--- src/rtl/wb_retire_stage_pkg.sv ---
// Shared writeback-stage types: IO->WB payload, CP0 and ID back-pass buses,
// plus the lane bundle and lane mask used inside the multi-lane retire stage.
package wb_stage_params;
  localparam int WB_LANES     = 2;
  localparam int WB_MAX_LANES = 4;
  localparam int WB_WORD      = 32;

  typedef struct packed {
    logic [31:0]        pc;
    logic               register_file_write_enabled;
    logic [4:0]         register_file_write_address;
    logic [3:0]         register_file_write_strobe;
    logic [WB_WORD-1:0] register_file_write_data;
    logic               exception_valid;
    logic [4:0]         exception_code;
    logic               in_delay_slot;
    logic               eret_flush;
    logic               move_to_cp0;
    logic [7:0]         cp0_address;
    logic [31:0]        cp0_write_data;
  } IOToWBData;

  typedef struct packed {
    logic        exception_valid;
    logic [4:0]  exception_code;
    logic [31:0] pc;
    logic        in_delay_slot;
    logic        eret_flush;
    logic        write_enabled;
    logic [7:0]  write_address;
    logic [31:0] write_data;
  } WBToCP0Data;

  typedef struct packed {
    logic               valid;
    logic               write_enabled;
    logic [4:0]         write_address;
    logic [WB_WORD-1:0] write_data;
  } WBToIDBackPassData;

  typedef logic [WB_MAX_LANES-1:0]      WBLaneMask;
  typedef IOToWBData [WB_MAX_LANES-1:0] WBLaneBundle;

  function automatic logic [2:0] lane_count(input WBLaneMask m);
    logic [2:0] n;
    n = '0;
    for (int i = 0; i < WB_MAX_LANES; i++) n = n + {2'b00, m[i]};
    return n;
  endfunction
endpackage

--- src/rtl/wb_retire_stage_trace.sv ---
// Trace serializer: walks the retiring lanes of the held bundle one per cycle
// and reports done on the last one (or at once when nothing retires).
module wb_trace_serializer
  import wb_stage_params::*;
#(
  parameter int DATA_WIDTH = 32
) (
  input  logic                  clock,
  input  logic                  reset,
  input  logic                  i_valid,
  input  WBLaneMask             i_retire,
  input  WBLaneBundle           i_lanes,
  output logic [31:0]           o_pc,
  output logic [3:0]            o_we,
  output logic [4:0]            o_addr,
  output logic [DATA_WIDTH-1:0] o_data,
  output logic                  o_done
);
  logic [1:0] r_lane;
  logic [2:0] w_count;
  IOToWBData  w_cur;
  logic       w_unused_lanes;

  // Retiring lanes always form a prefix from lane 0, so the counter is the lane index.
  assign w_count        = lane_count(i_retire);
  assign w_cur          = i_lanes[r_lane];
  assign w_unused_lanes = ^i_lanes;

  always_comb begin
    o_done = i_valid && (w_count == 3'd0 || {1'b0, r_lane} == w_count - 3'd1);
    o_pc   = '0;
    o_we   = '0;
    o_addr = '0;
    o_data = '0;
    if (i_valid) begin
      o_pc = (w_count == 3'd0) ? i_lanes[0].pc : w_cur.pc;
      if (w_count != 3'd0) begin
        o_we   = {4{w_cur.register_file_write_enabled}} & w_cur.register_file_write_strobe;
        o_addr = w_cur.register_file_write_address;
        o_data = DATA_WIDTH'(w_cur.register_file_write_data);
      end
    end
  end

  always_ff @(posedge clock) begin
    if (reset || !i_valid || o_done) r_lane <= '0;
    else                             r_lane <= r_lane + 2'd1;
  end
endmodule

--- src/rtl/wb_retire_stage.sv ---
// Multi-lane writeback/retire stage: holds one bundle, writes the register
// file and CP0 in its first cycle, then serializes retiring lanes to the trace port.
module wb_retire_stage
  import wb_stage_params::*;
#(
  parameter int LANES      = WB_LANES,
  parameter int DATA_WIDTH = 32
) (
  input  logic                                clock,
  input  logic                                reset,
  input  logic                                io_valid,
  input  logic [LANES-1:0]                    io_lane_valid,
  input  IOToWBData [LANES-1:0]               io_lane_data,
  output logic                                wb_allow_in,
  output logic                                wb_flush,
  output logic [LANES-1:0]                    rf_write_enabled,
  output logic [LANES-1:0][4:0]               rf_write_address,
  output logic [LANES-1:0][3:0]               rf_write_strobe,
  output logic [LANES-1:0][DATA_WIDTH-1:0]    rf_write_data,
  output WBToIDBackPassData [LANES-1:0]       wb_to_id_back_pass_bus,
  output WBToCP0Data                          wb_to_cp0_data_bus,
  output logic [31:0]                         debug_program_count,
  output logic [3:0]                          debug_register_file_write_enabled,
  output logic [4:0]                          debug_register_file_write_address,
  output logic [DATA_WIDTH-1:0]               debug_register_file_write_data
);
  logic        r_wb_valid, r_first;
  WBLaneMask   r_lane_valid;
  WBLaneBundle r_lanes;

  WBLaneMask   w_in_valid, w_exc, w_live, w_retire;
  WBLaneBundle w_in_lanes;
  IOToWBData   w_exc_lane, w_mtc0_lane;
  logic        w_valid, w_first, w_accept, w_ready_go;
  logic        w_older, w_has_exc, w_has_mtc0;

  for (genvar g = 0; g < WB_MAX_LANES; g++) begin : g_in
    if (g < LANES) begin : g_used
      assign w_in_valid[g] = io_lane_valid[g];
      assign w_in_lanes[g] = io_lane_data[g];
    end else begin : g_pad
      assign w_in_valid[g] = 1'b0;
      assign w_in_lanes[g] = '0;
    end
  end

  // Reset gates the held bundle combinationally so nothing leaks out during reset.
  assign w_valid     = r_wb_valid && !reset;
  assign w_first     = r_first && w_valid;
  assign wb_allow_in = !w_valid || w_ready_go;
  assign w_accept    = io_valid && wb_allow_in;
  assign wb_flush    = w_first && w_has_exc;
  assign w_retire    = w_live & ~w_exc;

  always_ff @(posedge clock) begin
    if (reset) begin
      r_wb_valid <= 1'b0;
      r_first    <= 1'b0;
    end else if (w_accept) begin
      r_wb_valid <= !wb_flush;
      r_first    <= !wb_flush;
    end else begin
      if (w_ready_go) r_wb_valid <= 1'b0;
      r_first <= 1'b0;
    end
  end

  always_ff @(posedge clock) begin
    if (w_accept) begin
      r_lane_valid <= w_in_valid;
      r_lanes      <= w_in_lanes;
    end
  end

  // The first excepting lane kills every younger lane.
  always_comb begin
    w_exc       = '0;
    w_live      = '0;
    w_older     = 1'b0;
    w_has_exc   = 1'b0;
    w_exc_lane  = '0;
    w_has_mtc0  = 1'b0;
    w_mtc0_lane = '0;
    for (int i = 0; i < WB_MAX_LANES; i++) begin
      w_exc[i]  = r_lane_valid[i] && (r_lanes[i].exception_valid || r_lanes[i].eret_flush);
      w_live[i] = w_valid && r_lane_valid[i] && !w_older;
      if (w_live[i] && w_exc[i]) begin
        w_has_exc  = 1'b1;
        w_exc_lane = r_lanes[i];
      end
      if (w_live[i] && !w_exc[i] && r_lanes[i].move_to_cp0) begin
        w_has_mtc0  = 1'b1;
        w_mtc0_lane = r_lanes[i];
      end
      w_older = w_older || w_exc[i];
    end
  end

  always_comb begin
    wb_to_cp0_data_bus = '0;
    if (w_first && w_has_exc) begin
      wb_to_cp0_data_bus.exception_valid = w_exc_lane.exception_valid;
      wb_to_cp0_data_bus.exception_code  = w_exc_lane.exception_code;
      wb_to_cp0_data_bus.pc              = w_exc_lane.pc;
      wb_to_cp0_data_bus.in_delay_slot   = w_exc_lane.in_delay_slot;
      wb_to_cp0_data_bus.eret_flush      = w_exc_lane.eret_flush;
    end
    if (w_first && w_has_mtc0) begin
      wb_to_cp0_data_bus.write_enabled = 1'b1;
      wb_to_cp0_data_bus.write_address = w_mtc0_lane.cp0_address;
      wb_to_cp0_data_bus.write_data    = w_mtc0_lane.cp0_write_data;
    end
  end

  // Lanes are presented in index order; the RF write port applies higher lanes last.
  for (genvar g = 0; g < LANES; g++) begin : g_lane
    assign rf_write_enabled[g] = w_first && w_live[g] &&
                                 r_lanes[g].register_file_write_enabled && !r_lanes[g].exception_valid;
    assign rf_write_address[g] = r_lanes[g].register_file_write_address;
    assign rf_write_strobe[g]  = r_lanes[g].register_file_write_strobe;
    assign rf_write_data[g]    = DATA_WIDTH'(r_lanes[g].register_file_write_data);
    assign wb_to_id_back_pass_bus[g] = '{
      valid:         w_valid && r_lane_valid[g],
      write_enabled: w_live[g] && r_lanes[g].register_file_write_enabled && !r_lanes[g].exception_valid,
      write_address: r_lanes[g].register_file_write_address,
      write_data:    r_lanes[g].register_file_write_data
    };
  end

  wb_trace_serializer #(.DATA_WIDTH(DATA_WIDTH)) u_trace (
    .clock    (clock),
    .reset    (reset),
    .i_valid  (w_valid),
    .i_retire (w_retire),
    .i_lanes  (r_lanes),
    .o_pc     (debug_program_count),
    .o_we     (debug_register_file_write_enabled),
    .o_addr   (debug_register_file_write_address),
    .o_data   (debug_register_file_write_data),
    .o_done   (w_ready_go)
  );
endmodule

--- config.mk ---
export PLATFORM = sky130hd
export DESIGN_NAME = wb_retire_stage
export DESIGN_NICKNAME = d
export VERILOG_FILES = /design/src/rtl/wb_retire_stage_pkg.sv /design/src/rtl/wb_retire_stage_trace.sv /design/src/rtl/wb_retire_stage.sv
export SDC_FILE = /design/constraint.sdc
export NUM_CORES = 1
export LEC_CHECK = 0
export BUFFER_PORTS_ARGS = -buffer_cell sky130_fd_sc_hd__clkbuf_2
export CORE_AREA = 3 3 222 224
export CTS_BUF_LIST = sky130_fd_sc_hd__clkbuf_16
export CTS_CLUSTER_DIAMETER = 50
export DETAILED_ROUTE_END_ITERATION = 12
export DIE_AREA = 0 0 225 227
export GPL_TIMING_DRIVEN = 0
export SKIP_CTS_REPAIR_TIMING = 1
export SYNTH_ARGS = -nofsm -noshare
export SYNTH_HDL_FRONTEND = slang
export SYNTH_SLANG_ARGS = --single-unit
--- constraint.sdc ---
create_clock -name clock -period 23.3 [get_ports clock]
set_clock_uncertainty 0.1 [all_clocks]
set_input_delay 4.66 -clock clock [delete_from_list [all_inputs] [get_ports clock]]
set_output_delay 4.66 -clock clock [all_outputs]
set_load 0.02 [all_outputs]
After elaboration in Yosys (flattened, before gate mapping)
Index checks and enable logic that the tools add are counted.
{"block": "totals", "out_inout_bits": 318, "ff_bits": 252, "in_bits": 251, "wordCells": 105}
{"block": "classes", "mux": 22, "bitwise": 4, "n_eq_ne": 1, "add_sub_neg": 5, "n_lt_le_gt_ge": 1, "n_reduce_logical": 44}
{"operator": "2-to-1 mux 123 bit", "count": 3}
{"operator": "binary-select mux 123 bit (select 2 bit)", "count": 1}
{"operator": "2-to-1 mux 32 bit", "count": 4}
{"operator": "2-to-1 mux 40 bit", "count": 3}
{"operator": "2-to-1 mux 41 bit", "count": 1}
{"operator": "logical AND 1 bit", "count": 27}
{"operator": "2-to-1 mux 5 bit", "count": 2}
{"operator": "2-to-1 mux 4 bit", "count": 2}
{"operator": "zero test 1 bit", "count": 7}
{"operator": "adder 3 x 1 -> 3 bit", "count": 2}
{"operator": "logical OR 1 bit", "count": 6}
{"operator": "2-to-1 mux 1 bit", "count": 6}
{"operator": "AND 2 x 4 -> 4 bit", "count": 1}
{"operator": "AND 4 bit", "count": 1}
{"operator": "inverter 2 -> 4 bit", "count": 1}
{"operator": "== test 2 x 3 -> 1 bit", "count": 1}
{"operator": "zero test 3 bit", "count": 1}
{"operator": "< comparator 2 x 3 -> 1 bit (second input constant)", "count": 1}
{"operator": "nonzero test 3 bit", "count": 1}
{"operator": "subtractor 3 x 1 -> 3 bit (second input constant)", "count": 1}
{"operator": "adder 1 x 1 -> 2 bit", "count": 1}
{"operator": "adder 2 x 1 -> 2 bit (second input constant)", "count": 1}
{"operator": "nonzero test 2 bit", "count": 1}
{"operator": "OR reduction 2 bit", "count": 1}
{"operator": "inverter 1 bit", "count": 1}

Longest topological paths before layout
{"block": "depth", "word_depth": 16, "depth_mapped": 10, "mapped_depth_nobuf": 6}

Cells and area by module
A second synthesis with hierarchy kept.
{"block": "hier_totals", "cells_unflattened": 999, "hier_area_um2": 13061.3}
{"mod": "wb_retire_stage", "n_inst": 1, "cells_per_inst": 725, "seq_area_each_um2": 7487.2, "area_each_um2": 10593.9}
{"mod": "wb_trace_serializer", "n_inst": 1, "cells_per_inst": 274, "seq_area_each_um2": 40.0, "area_each_um2": 2467.4}

Worst setup path before layout
OpenSTA, ideal clock, no wires.
{"block": "synth_path", "path_type": "input to register", "start": "input port reset", "end": "register r_lane_valid[0], enable pin", "setup_ns": 0.639, "path_slack_ns": 10.534, "arrival_time_ns": 12.027, "cell_stages": 8, "cell_sequence": "and3b_1 -> buf_4 -> buf_2 -> nand3_1 -> ha_1 -> xnor2_1 -> o211ai_1 -> and2_1"}
{"element": "start: declaration", "line_no": "wb_retire_stage.sv:10", "source": "input logic reset,"}
{"element": "end signal: assignment", "line_no": "wb_retire_stage.sv:70", "source": "r_lane_valid <= w_in_valid;"}
{"element": "end: declaration", "line_no": "wb_retire_stage.sv:28", "source": "WBLaneMask r_lane_valid;"}

Worst setup path after layout
{"block": "layout_path", "start": "input port reset", "end": "output port debug_program_count[1]"}
{"block": "layout_between", "elab_chain_cells": 11, "word_cells_on_any_way": 12, "classes_between": "3 x add/sub; 2 x mux; 1 x bitwise; 6 x reduce/logical"}
{"element": "zero test 1 bit *", "line_no": "wb_retire_stage.sv:48", "source": "assign w_valid = r_wb_valid && !reset;"}
{"element": "logical AND 1 bit *", "line_no": "wb_retire_stage.sv:48"}
{"element": "logical AND 1 bit (2 in series)", "line_no": "wb_retire_stage.sv:86", "source": "w_live[i] = w_valid && r_lane_valid[i] && !w_older;"}
{"element": "AND 2 x 4 -> 4 bit", "line_no": "wb_retire_stage.sv:53", "source": "assign w_retire = w_live & ~w_exc;"}
{"element": "adder 1 x 1 -> 2 bit", "line_no": "wb_retire_stage_pkg.sv:47", "source": "for (int i = 0; i < WB_MAX_LANES; i++) n = n + {2'b00, m[i]};"}
{"element": "adder 3 x 1 -> 3 bit (2 in series)", "line_no": "wb_retire_stage_pkg.sv:47"}
{"element": "zero test 3 bit", "line_no": "wb_retire_stage_trace.sv:36", "source": "o_pc = (w_count == 3'd0) ? i_lanes[0].pc : w_cur.pc;"}
{"element": "2-to-1 mux 32 bit", "line_no": "wb_retire_stage_trace.sv:36"}
{"element": "2-to-1 mux 32 bit *", "line_no": "wb_retire_stage_trace.sv:35", "source": "if (i_valid) begin"}
{"element": "end: declaration", "line_no": "wb_retire_stage.sv:22", "source": "output logic [31:0] debug_program_count,"}
Mark *: on every way between the ends. The rest lies on a longest branch, timed or not.

==> results.tsv <==
metric	value	unit
cts_root_buffer	clkbuf_16	
min_to	u_trace.r_lane[1]$_SDFF_PP0_	
first_pass_iters	5	
hold_path.class	reg2reg	
syn_avg_cell_area	12.6	um^2
yosys.area.top_type	edfxtp_1	
cts_buffer_depth	3	
seq_area_frac_synth	64.1	%
avgViaCountPerCell	4.38	
whs_path_depth	2	
fill_cells	4757	
layout_commonest_cell	clkbuf_2	
whs	449	ps
grt_pass1_wl	59200	um
gp_congestion	0.854	
drv_slew	0	
pre_cts_ws	11190	ps
r2r_slack	18800	ps
ff_latch_area	0.00753	mm^2
critPathRequiredTime	18540	ps
postLayoutCellArea	0.0167	mm^2
cp-start-kind	input pin	
grt_overflow	0	
drive_gt1_share	52.1	%
clkTransAtPathRegs	40	ps
crit_path_top_delay_cell	clkbuf_1	
dieArea	0.0511	mm^2
clk-insertion-delay-late	530	ps
portBuffers	568	
crit_arrival	7310	ps
area_growth	42.2	%
setup_viol	0	
synthCells	936	
fin_crit_sh	51.8	%
fp.dieW	225	um
worst_r2r_path_depth	9	
cts_made_buffers	40	
cts_tree	done	
place_hpwl	32500	um
yosys-top-cells-area	edfxtp_1 63%, buf_4 10%, mux2i_1 6.6%	
nets	1802	
path_class	in2out	
io-pin-count	569	
grt_use_total	15.5	%
placed_area	0.0154	mm^2
fin_ws	11230	ps
rsz0062_at_grt	false	
syn-num-nets	1189	
worst_setup_path_end_kind	output pin	
p_leak	7.38	nW
yosys_warnings	0	
placementRows	80	
drv_cap	0	
path_max_fanout	10	
fin_cells	2196	
hp-start	u_trace.r_lane[1]$_SDFF_PP0_	
first_global_vias	9581	
die_h	227	um
multi_input_area	0.00272	mm^2
crit_buf_inv	6	
slew_headroom	47.3	%
p_per_area	72.4	mW/mm^2
coreArea	0.0475	mm^2
initial_utilization	24.7	%
hold_viol	0	
crit_chain	clkbuf_2 -> and3b_1 -> buf_4 -> buf_2 -> nand3_1 -> ha_1 -> nor2b_1 -> clkbuf_1 -> clkbuf_1 -> nand2_1 -> a21oi_1 -> clkbuf_2	
crit_family	buffers and inverters	
vias	9619	
grt_max_degree	72	
tns	0	ps
power	1.21	mW
yosysTopAreaCellShare	63.4	%
max_freq	82.8	MHz
layout_common_cells	568 x clkbuf_2, 248 x edfxtp_1, 160 x buf_4	
r2r_start	r_lanes[41]$_DFFE_PP_	
r2r-end	r_lanes[40]$_DFFE_PP_	
syn-cell-area	0.0118	mm^2
cts_sinks	252	
initialDrtViolationCount	515	
route.detailed.drc	0	
synth-seq-cells	252	
wl	42100	um
ys_types	33	
fin_util	35.1	%
placedCellCount	2122	
fin_crit	12070	ps
routedWlPerCell	19.1	um
ant_nets	0	
cp.depth	12	
htree_levels	2	
antenna_found_initial	3	
vdd_drop_max	0.0567	mV
slowest_delay	460	ps
worst_pin_slew	791	ps
status	completed	
-- cells in the mapped netlist, drive strengths merged --
cell / instances
a21oi: 71
a32oi: 6
and2: 2
and3b: 4
and4bb: 1
buf: 189
clkbuf: 35
dfxtp: 4
edfxtp: 248
ha: 2
inv: 4
mux2i: 77
nand2: 107
nand2b: 2
nand3: 81
nand4: 2
nor2: 47
nor2b: 3
nor3: 1
nor3b: 1
nor4: 1
o2111ai: 38
o211ai: 1
o21a: 2
o21ai: 4
xnor2: 2
xor2: 1
-- report_power, final --
part           internal, mW  leakage (nW)  switching [mW]
logic                0.0487          4.30          0.0622
registers             0.528          2.46          0.0158
clock network         0.335         0.620           0.220
total                 0.911          7.38           0.298
-- how the worst max path moves through the flow --
stage,from,end
after global placement,reset,r_lanes[154]$_DFFE_PP_
after floorplan,reset,r_lane_valid[0]$_DFFE_PP_
after global routing,reset,debug_program_count[28]
after detailed placement,reset,debug_register_file_write_address[0]
after CTS,reset,debug_register_file_write_address[0]
final,reset,debug_program_count[1]
-- tightest hold or removal path, stage by stage, from the launching register on --
cell and delay [ps]:
dfxtp_1 330, xnor2_1 140, nor2_1 30
-- flip-flops by register name (all words and copies together), names as in the netlist --
signal	count
r_lanes	164
r_first	1
r_wb_valid	1
r_lane_valid	2
rf_write_data	64
u_trace.r_lane	2
rf_write_address	10
rf_write_strobe	8
-- metal layers --
metal	track usage, %	part of all wire [%]
met3	4.17	7.8
met2	25.9	49
met5	0	0.026
met1	19.5	41
met4	5.15	2.5
-- final cells by class --
| class | instances | share of cell area (%) |
|---|---|---|
| Tap cell | 615 | 4.61 |
| Clock inverter | 31 | 1.35 |
| Clock buffer | 41 | 6.14 |
| Buffer | 224 | 8.90 |
| Multi-Input combinational cell | 456 | 16.3 |
| Sequential cell | 252 | 45.1 |
| Inverter | 4 | 0.0899 |
| Antenna cell | 2 | 0.0300 |
| Timing Repair Buffer | 571 | 17.5 |
-- cells by family after synthesis --
group | after synthesis | synth area share (%)
AND/OR/NAND/NOR | 252 | 9.47
flip-flops | 252 | 64.1
buffers and inverters | 228 | 12.8
AO/OA/AOI/OAI | 122 | 6.70
multiplexers | 77 | 6.56
XOR/XNOR | 3 | 0.224
adder cells (fa/ha/maj) | 2 | 0.213
Note: power is estimated with default switching activity, not from simulation.
